**config.mk**
```make
export PLATFORM = sky130hd
export DESIGN_NAME = button_conditioner
export DESIGN_NICKNAME = d
export VERILOG_FILES = /design/src/rtl/button_conditioner.sv
export SDC_FILE = /design/constraint.sdc
export NUM_CORES = 1
export LEC_CHECK = 0
export ABC_AREA = 1
export CAP_MARGIN = 20
export CORE_ASPECT_RATIO = 0.9
export CORE_MARGIN = 2
export CORE_UTILIZATION = 40
export DETAILED_ROUTE_END_ITERATION = 8
export SLEW_MARGIN = 20
export SYNTH_ARGS = -nofsm -noshare
export SYNTH_HDL_FRONTEND = slang
export SYNTH_SLANG_ARGS = --single-unit
```
**constraint.sdc**
```tcl
create_clock -name clk_200 -period 4.8 [get_ports clk_200]
set_input_delay 1.2 -clock clk_200 [delete_from_list [all_inputs] [get_ports clk_200]]
set_output_delay 1.2 -clock clk_200 [all_outputs]
set_load 0.005 [all_outputs]
```
**src/rtl/button_conditioner.sv**
```systemverilog
// Button conditioner for five pushbuttons (L, R, U, D, C) clocked by a 200 Hz tick.
// Each raw input is synchronized, debounced by its own FSM, and turned into a
// debounced level plus a one-cycle strobe on press acceptance. Buttons enabled in
// REPEAT_MASK also strobe periodically while held.
//
// Parameters:
//   DEBOUNCE_TICKS  consecutive stable samples to accept a press or release
//   REPEAT_DELAY    cycles from press acceptance to the first auto-repeat strobe
//   REPEAT_RATE     cycles between subsequent auto-repeat strobes
//   REPEAT_MASK     per-button auto-repeat enable (bit map as btn_in)
// Ports:
//   clk_200    in   system tick clock, rising edge active
//   rst        in   asynchronous active-high reset
//   btn_in     in   [4:0] raw buttons: bit 0 L, 1 R, 2 U, 3 D, 4 C
//   btn_pulse  out  [4:0] registered one-cycle press / repeat strobes
//   btn_level  out  [4:0] registered debounced pressed level
//   any_pulse  out  registered OR of btn_pulse, same cycle
module button_conditioner #(
  parameter int unsigned DEBOUNCE_TICKS = 4,
  parameter int unsigned REPEAT_DELAY   = 100,
  parameter int unsigned REPEAT_RATE    = 20,
  parameter logic [4:0]  REPEAT_MASK    = 5'b01100
) (
  input  logic       clk_200,
  input  logic       rst,
  input  logic [4:0] btn_in,
  output logic [4:0] btn_pulse,
  output logic [4:0] btn_level,
  output logic       any_pulse
);

  localparam int unsigned NB   = 5;
  localparam int unsigned DT   = (DEBOUNCE_TICKS < 1) ? 1 : DEBOUNCE_TICKS;
  localparam int unsigned RD   = (REPEAT_DELAY < 1) ? 1 : REPEAT_DELAY;
  localparam int unsigned RR   = (REPEAT_RATE < 1) ? 1 : REPEAT_RATE;
  localparam int unsigned RMAX = (RD > RR) ? RD : RR;
  localparam int unsigned DW   = $clog2(DT + 1);
  localparam int unsigned RW   = $clog2(RMAX + 1);

  // Counter values at which the current sample completes the interval.
  localparam logic [DW-1:0] DB_LAST    = DW'(DT - 1);
  localparam logic [RW-1:0] DELAY_LAST = RW'(RD - 1);
  localparam logic [RW-1:0] RATE_LAST  = RW'(RR - 1);

  typedef enum logic [1:0] {
    IDLE,
    PRESS_DB,
    HELD,
    REL_DB
  } state_t;

  logic [NB-1:0] sync1;
  logic [NB-1:0] sync2;
  logic [NB-1:0] pulse_d;

  always_ff @(posedge clk_200 or posedge rst) begin
    if (rst) begin
      sync1 <= '0;
      sync2 <= '0;
    end else begin
      sync1 <= btn_in;
      sync2 <= sync1;
    end
  end

  for (genvar i = 0; i < NB; i++) begin : g_btn
    state_t        state;
    state_t        state_next;
    logic [DW-1:0] db_cnt;
    logic [DW-1:0] db_next;
    logic [RW-1:0] rpt_cnt;
    logic [RW-1:0] rpt_next;
    logic          armed;       // first repeat already issued; later ones use REPEAT_RATE
    logic          armed_next;
    logic          level;
    logic          level_next;
    logic          pulse;
    logic          pulse_next;
    logic          s;

    assign s = sync2[i];

    always_comb begin
      state_next = state;
      db_next    = db_cnt;
      rpt_next   = rpt_cnt;
      armed_next = armed;
      level_next = level;
      pulse_next = 1'b0;
      unique case (state)
        IDLE: begin
          if (s) begin
            if (DT == 1) begin
              state_next = HELD;
              level_next = 1'b1;
              pulse_next = 1'b1;
              rpt_next   = '0;
              armed_next = 1'b0;
            end else begin
              state_next = PRESS_DB;
              db_next    = DW'(1);
            end
          end
        end
        PRESS_DB: begin
          if (!s) begin
            state_next = IDLE;
          end else if (db_cnt >= DB_LAST) begin
            state_next = HELD;
            level_next = 1'b1;
            pulse_next = 1'b1;
            rpt_next   = '0;
            armed_next = 1'b0;
          end else begin
            db_next = db_cnt + DW'(1);
          end
        end
        HELD: begin
          if (!s) begin
            if (DT == 1) begin
              state_next = IDLE;
              level_next = 1'b0;
            end else begin
              state_next = REL_DB;
              db_next    = DW'(1);
            end
          end else if (REPEAT_MASK[i]) begin
            // Reload on every strobe so the counter never runs past its interval.
            if (rpt_cnt >= (armed ? RATE_LAST : DELAY_LAST)) begin
              pulse_next = 1'b1;
              rpt_next   = '0;
              armed_next = 1'b1;
            end else begin
              rpt_next = rpt_cnt + RW'(1);
            end
          end
        end
        REL_DB: begin
          if (s) begin
            // Release bounce: resume the hold with repeat timing restarted, no strobe.
            state_next = HELD;
            rpt_next   = '0;
            armed_next = 1'b0;
          end else if (db_cnt >= DB_LAST) begin
            state_next = IDLE;
            level_next = 1'b0;
          end else begin
            db_next = db_cnt + DW'(1);
          end
        end
        default: state_next = IDLE;
      endcase
    end

    always_ff @(posedge clk_200 or posedge rst) begin
      if (rst) begin
        state   <= IDLE;
        db_cnt  <= '0;
        rpt_cnt <= '0;
        armed   <= 1'b0;
        level   <= 1'b0;
        pulse   <= 1'b0;
      end else begin
        state   <= state_next;
        db_cnt  <= db_next;
        rpt_cnt <= rpt_next;
        armed   <= armed_next;
        level   <= level_next;
        pulse   <= pulse_next;
      end
    end

    assign btn_level[i] = level;
    assign btn_pulse[i] = pulse;
    assign pulse_d[i]   = pulse_next;
  end

  always_ff @(posedge clk_200 or posedge rst) begin
    if (rst) begin
      any_pulse <= 1'b0;
    end else begin
      any_pulse <= |pulse_d;
    end
  end

endmodule

```
==> metrics.md <==
| Metric | Value |
|---|---|
| Pre-Repair DR Iteration Count | 4 |
| Setup CP Type | reg2out |
| #FFs+latches synth | slightly above 60 |
| Drt initial violations | 114 |
| Via-to-Cell Ratio | between 4 and 5 |
| Routed WL | 6.16 mm |
| Wire per inst | approximately 10 um |
| Syn nets | 482 |
| Hold slack | about 0.35 ns |
| Final-report hold violation count | 0 |
| Final period util | 0.498 |
| RSZ-0062 raised after global routing | false |
| Sequential-to-total area share from yosys stat | 0.442 |
| DR DRC count | 0 |
| Setup ws final | 2.41 ns |
| Layout cells sized above 1 | 0.0704 |
| Hold depth | 0 |
| Site row count | 32 |
| CTS sink cnt | 62 |
| Worst setup SP type | flip-flop |
| Hold-fix buffers, CTS | 0 |
| Worst-Margin Slew | 0.757 ns |
| Fin crit period | 2.39 ns |
| Largest net degree at the start of global routing | 38 |
| Xor/xnor share of the synthesized area | 0 |
| First-pass GRT wire length | 11.3 mm |
| Worst-path cell chain | clkdlybuf4s50_1 |
| Mapped Cells | between 400 and 500 |
| TritonCTS clock tree | done |
| Pins Over Slew Limit | 0 |
| FF-to-FF path depth | 8 |
| CTS root buf | clkbuf_8 |
| Compound-gate portion of the synthesized area | 0.0823 |
| I/O Buffers | 17 |
| Non-filler cells, final | 588 |
| Total CTS buffers | 9 |
| Yosys warns | 0 |
| Asr flop ratio synth | 1.00 |
| CP Max Fanout | 2 |
| Antenna violations before repair | 0 |
| Largest family of logic cells by synthesized area | simple AND/OR/NAND/NOR gates |
| Critical Path AT | 1.19 ns |
| Core Area | roughly 0.0086 mm^2 |
| Mapped cell area | ~0.0035 mm^2 |
| Synth Area in Simple Gates | 0.271 |
| H-tree levels | 3 |
| Fmax | around 420 MHz |
| Status | completed |
| Max clock buf depth | 2 |
| Required time worst endpoint | 3.60 ns |
| Pwr Density | between 500 and 600 mW/mm^2 |
| Cts repair resizes | 0 |
| Leading cell type in the layout, fill and taps excluded | nand2_1 |
| Max IR drop VDD | 0.313 mV |
| HP Class | reg2reg |
| Final GP Congestion | 0.806 |
| CP top delay family | buffers and inverters |
| Commonest cells after routing, fill and taps aside | nand2_1, inv_1, dfrtp_1 |
| Fin util | 0.457 |
| Grt total ovfl | 0 |
| Area grow syn2layout | 11.5% |
| Place WS | 2.22 ns |
| Setup Buffers After CTS | 0 |
| HPWL Detailed | about 4.6 mm |
| Post-synth cell types | 30 |
| Number of synthesized flops with an enable pin | 0 |
| Vias in the first global route | ~2.6k |
| Critical Path End Type | primary output |
| Die Y | 92.9 um |
| CP peak stage delay | 0.50 ns |
| Worst-Skew Late Latency | 0.33 ns |
| All-Layer GR Usage | 0.149 |
| Setup Skew | approximately 0.0065 ns |
| Setup_tns | 0 ns |
| Routed Antenna Nets | 0 |
| CP Buf/Inv Count | 1 |
| Vias | between 2k and 3k |
| Max Cap Viol | 0 |
| Initial Utilization | 0.410 |
| Final setup fails | 0 |
| Post-layout nets | 499 |
| Crit path max-delay cell type | clkdlybuf4s50_1 |
| Top_reg_cell synth | dfrtp_1 |
| Inst Count DP | 574 |
| Syn avg cell area | between 7 and 8 um^2 |
| Die area | around 0.0096 mm^2 |
| Top-level I/O count | 18 |
| Worst path depth | 1 |
| Rel. slew slack | 0.495 |
| Diode count | 0 |
| Pleak | 2.09 nW |
| Die W | roughly 100 um |
| Mux cell area share after synthesis | 0 |
| Adder-cell area share of the yosys netlist | 0.0926 |
| CTS clk-pin slew, worst paths | 0.07 ns |
| Layout fillers | 867 |
[worst paths after layout]
check	slack (ns)	to	start
worst max-delay path	2.41	btn_level[4]	g_btn[4].level$_DFFE_PP0P_
worst min-delay path	0.35	sync2[4]$_DFF_PP0_	sync1[4]$_DFF_PP0_
min in group asynchronous	1.32	asynchronous set/reset pin	rst
max in group asynchronous	2.65	g_btn[3].rpt_cnt[5]$_DFFE_PP0P_	rst
worst max register to register	2.82	g_btn[2].rpt_cnt[4]$_DFFE_PP0P_	g_btn[2].state[0]$_DFFE_PP0P_
worst min register to register	0.35	sync2[4]$_DFF_PP0_	sync1[4]$_DFF_PP0_
[area by class of cell]
cell class	count	area (um^2)	area share
Timing Repair Buffer	18	178	0.0454
Sequential cell	62	1550	0.396
Clock inverter	1	5.00	0.00128
Inverter	79	297	0.0757
Clock buffer	13	169	0.0431
Tap cell	119	149	0.0380
Multi-Input combinational cell	296	1570	0.400
[registers in the layout, indices dropped and copies added, names as in the netlist, named ones only]
name and cells:
g_btn.level 5, g_btn.pulse 5, sync2 5, g_btn.state 5
g_btn.db_cnt 15, g_btn.rpt_cnt 14, sync1 5, any_pulse 1
g_btn.armed 2
[cell families after synthesis]
| logic type | Yosys count |
|---|---|
| buffers and inverters | 91 |
| and+or+nand+nor | 220 |
| DFF | 62 |
| AOI/OAI and AO/OA | 50 |
| adders and majority gates | 26 |
[Yosys cell counts (2+ instances only)]
cell	n	area (um^2)
o21ai_0	26	130
nor2_1	45	169
buf_4	10	75.1
nor3_1	2	10.0
nand3_2	2	20.0
o21ai_2	2	17.5
or2_2	3	18.8
o31ai_1	5	37.5
a21oi_1	10	50.1
nor2_2	3	18.8
inv_2	3	11.3
inv_1	76	285
nand3_1	30	150
nand2_4	2	22.5
nand4_1	9	56.3
buf_6	2	22.5
o21a_1	2	15.0
ha_1	26	325
nand2_1	119	447
dfrtp_1	62	1550
[through the flow]
step,total power [mW],instance area [um^2]
after CTS,2.16,3920
after global placement,1.71,3740
after global routing,2.35,3920
after detailed placement,1.73,3740
after floorplan,1.54,3510
final,2.12,3920
[power by group]
part | switching [mW] | internal, mW | total [mW] | leakage, nW
sequential | 0.117 | 0.677 | 0.794 | 0.782
combinational | 0.561 | 0.357 | 0.918 | 1.22
clock | 0.186 | 0.223 | 0.410 | 0.0914
[per-layer routing]
layer | vias to the layer above | GRT usage | routed length (um)
met5 | - | 0 | 0
met4 | 0 | 0.0658 | 96
met2 | 33 | 0.227 | 2710
met3 | 8 | 0.0309 | 182
met1 | 1239 | 0.204 | 3170
li1 | 1435 | - | -
Note: power is estimated with default switching activity, not from simulation.
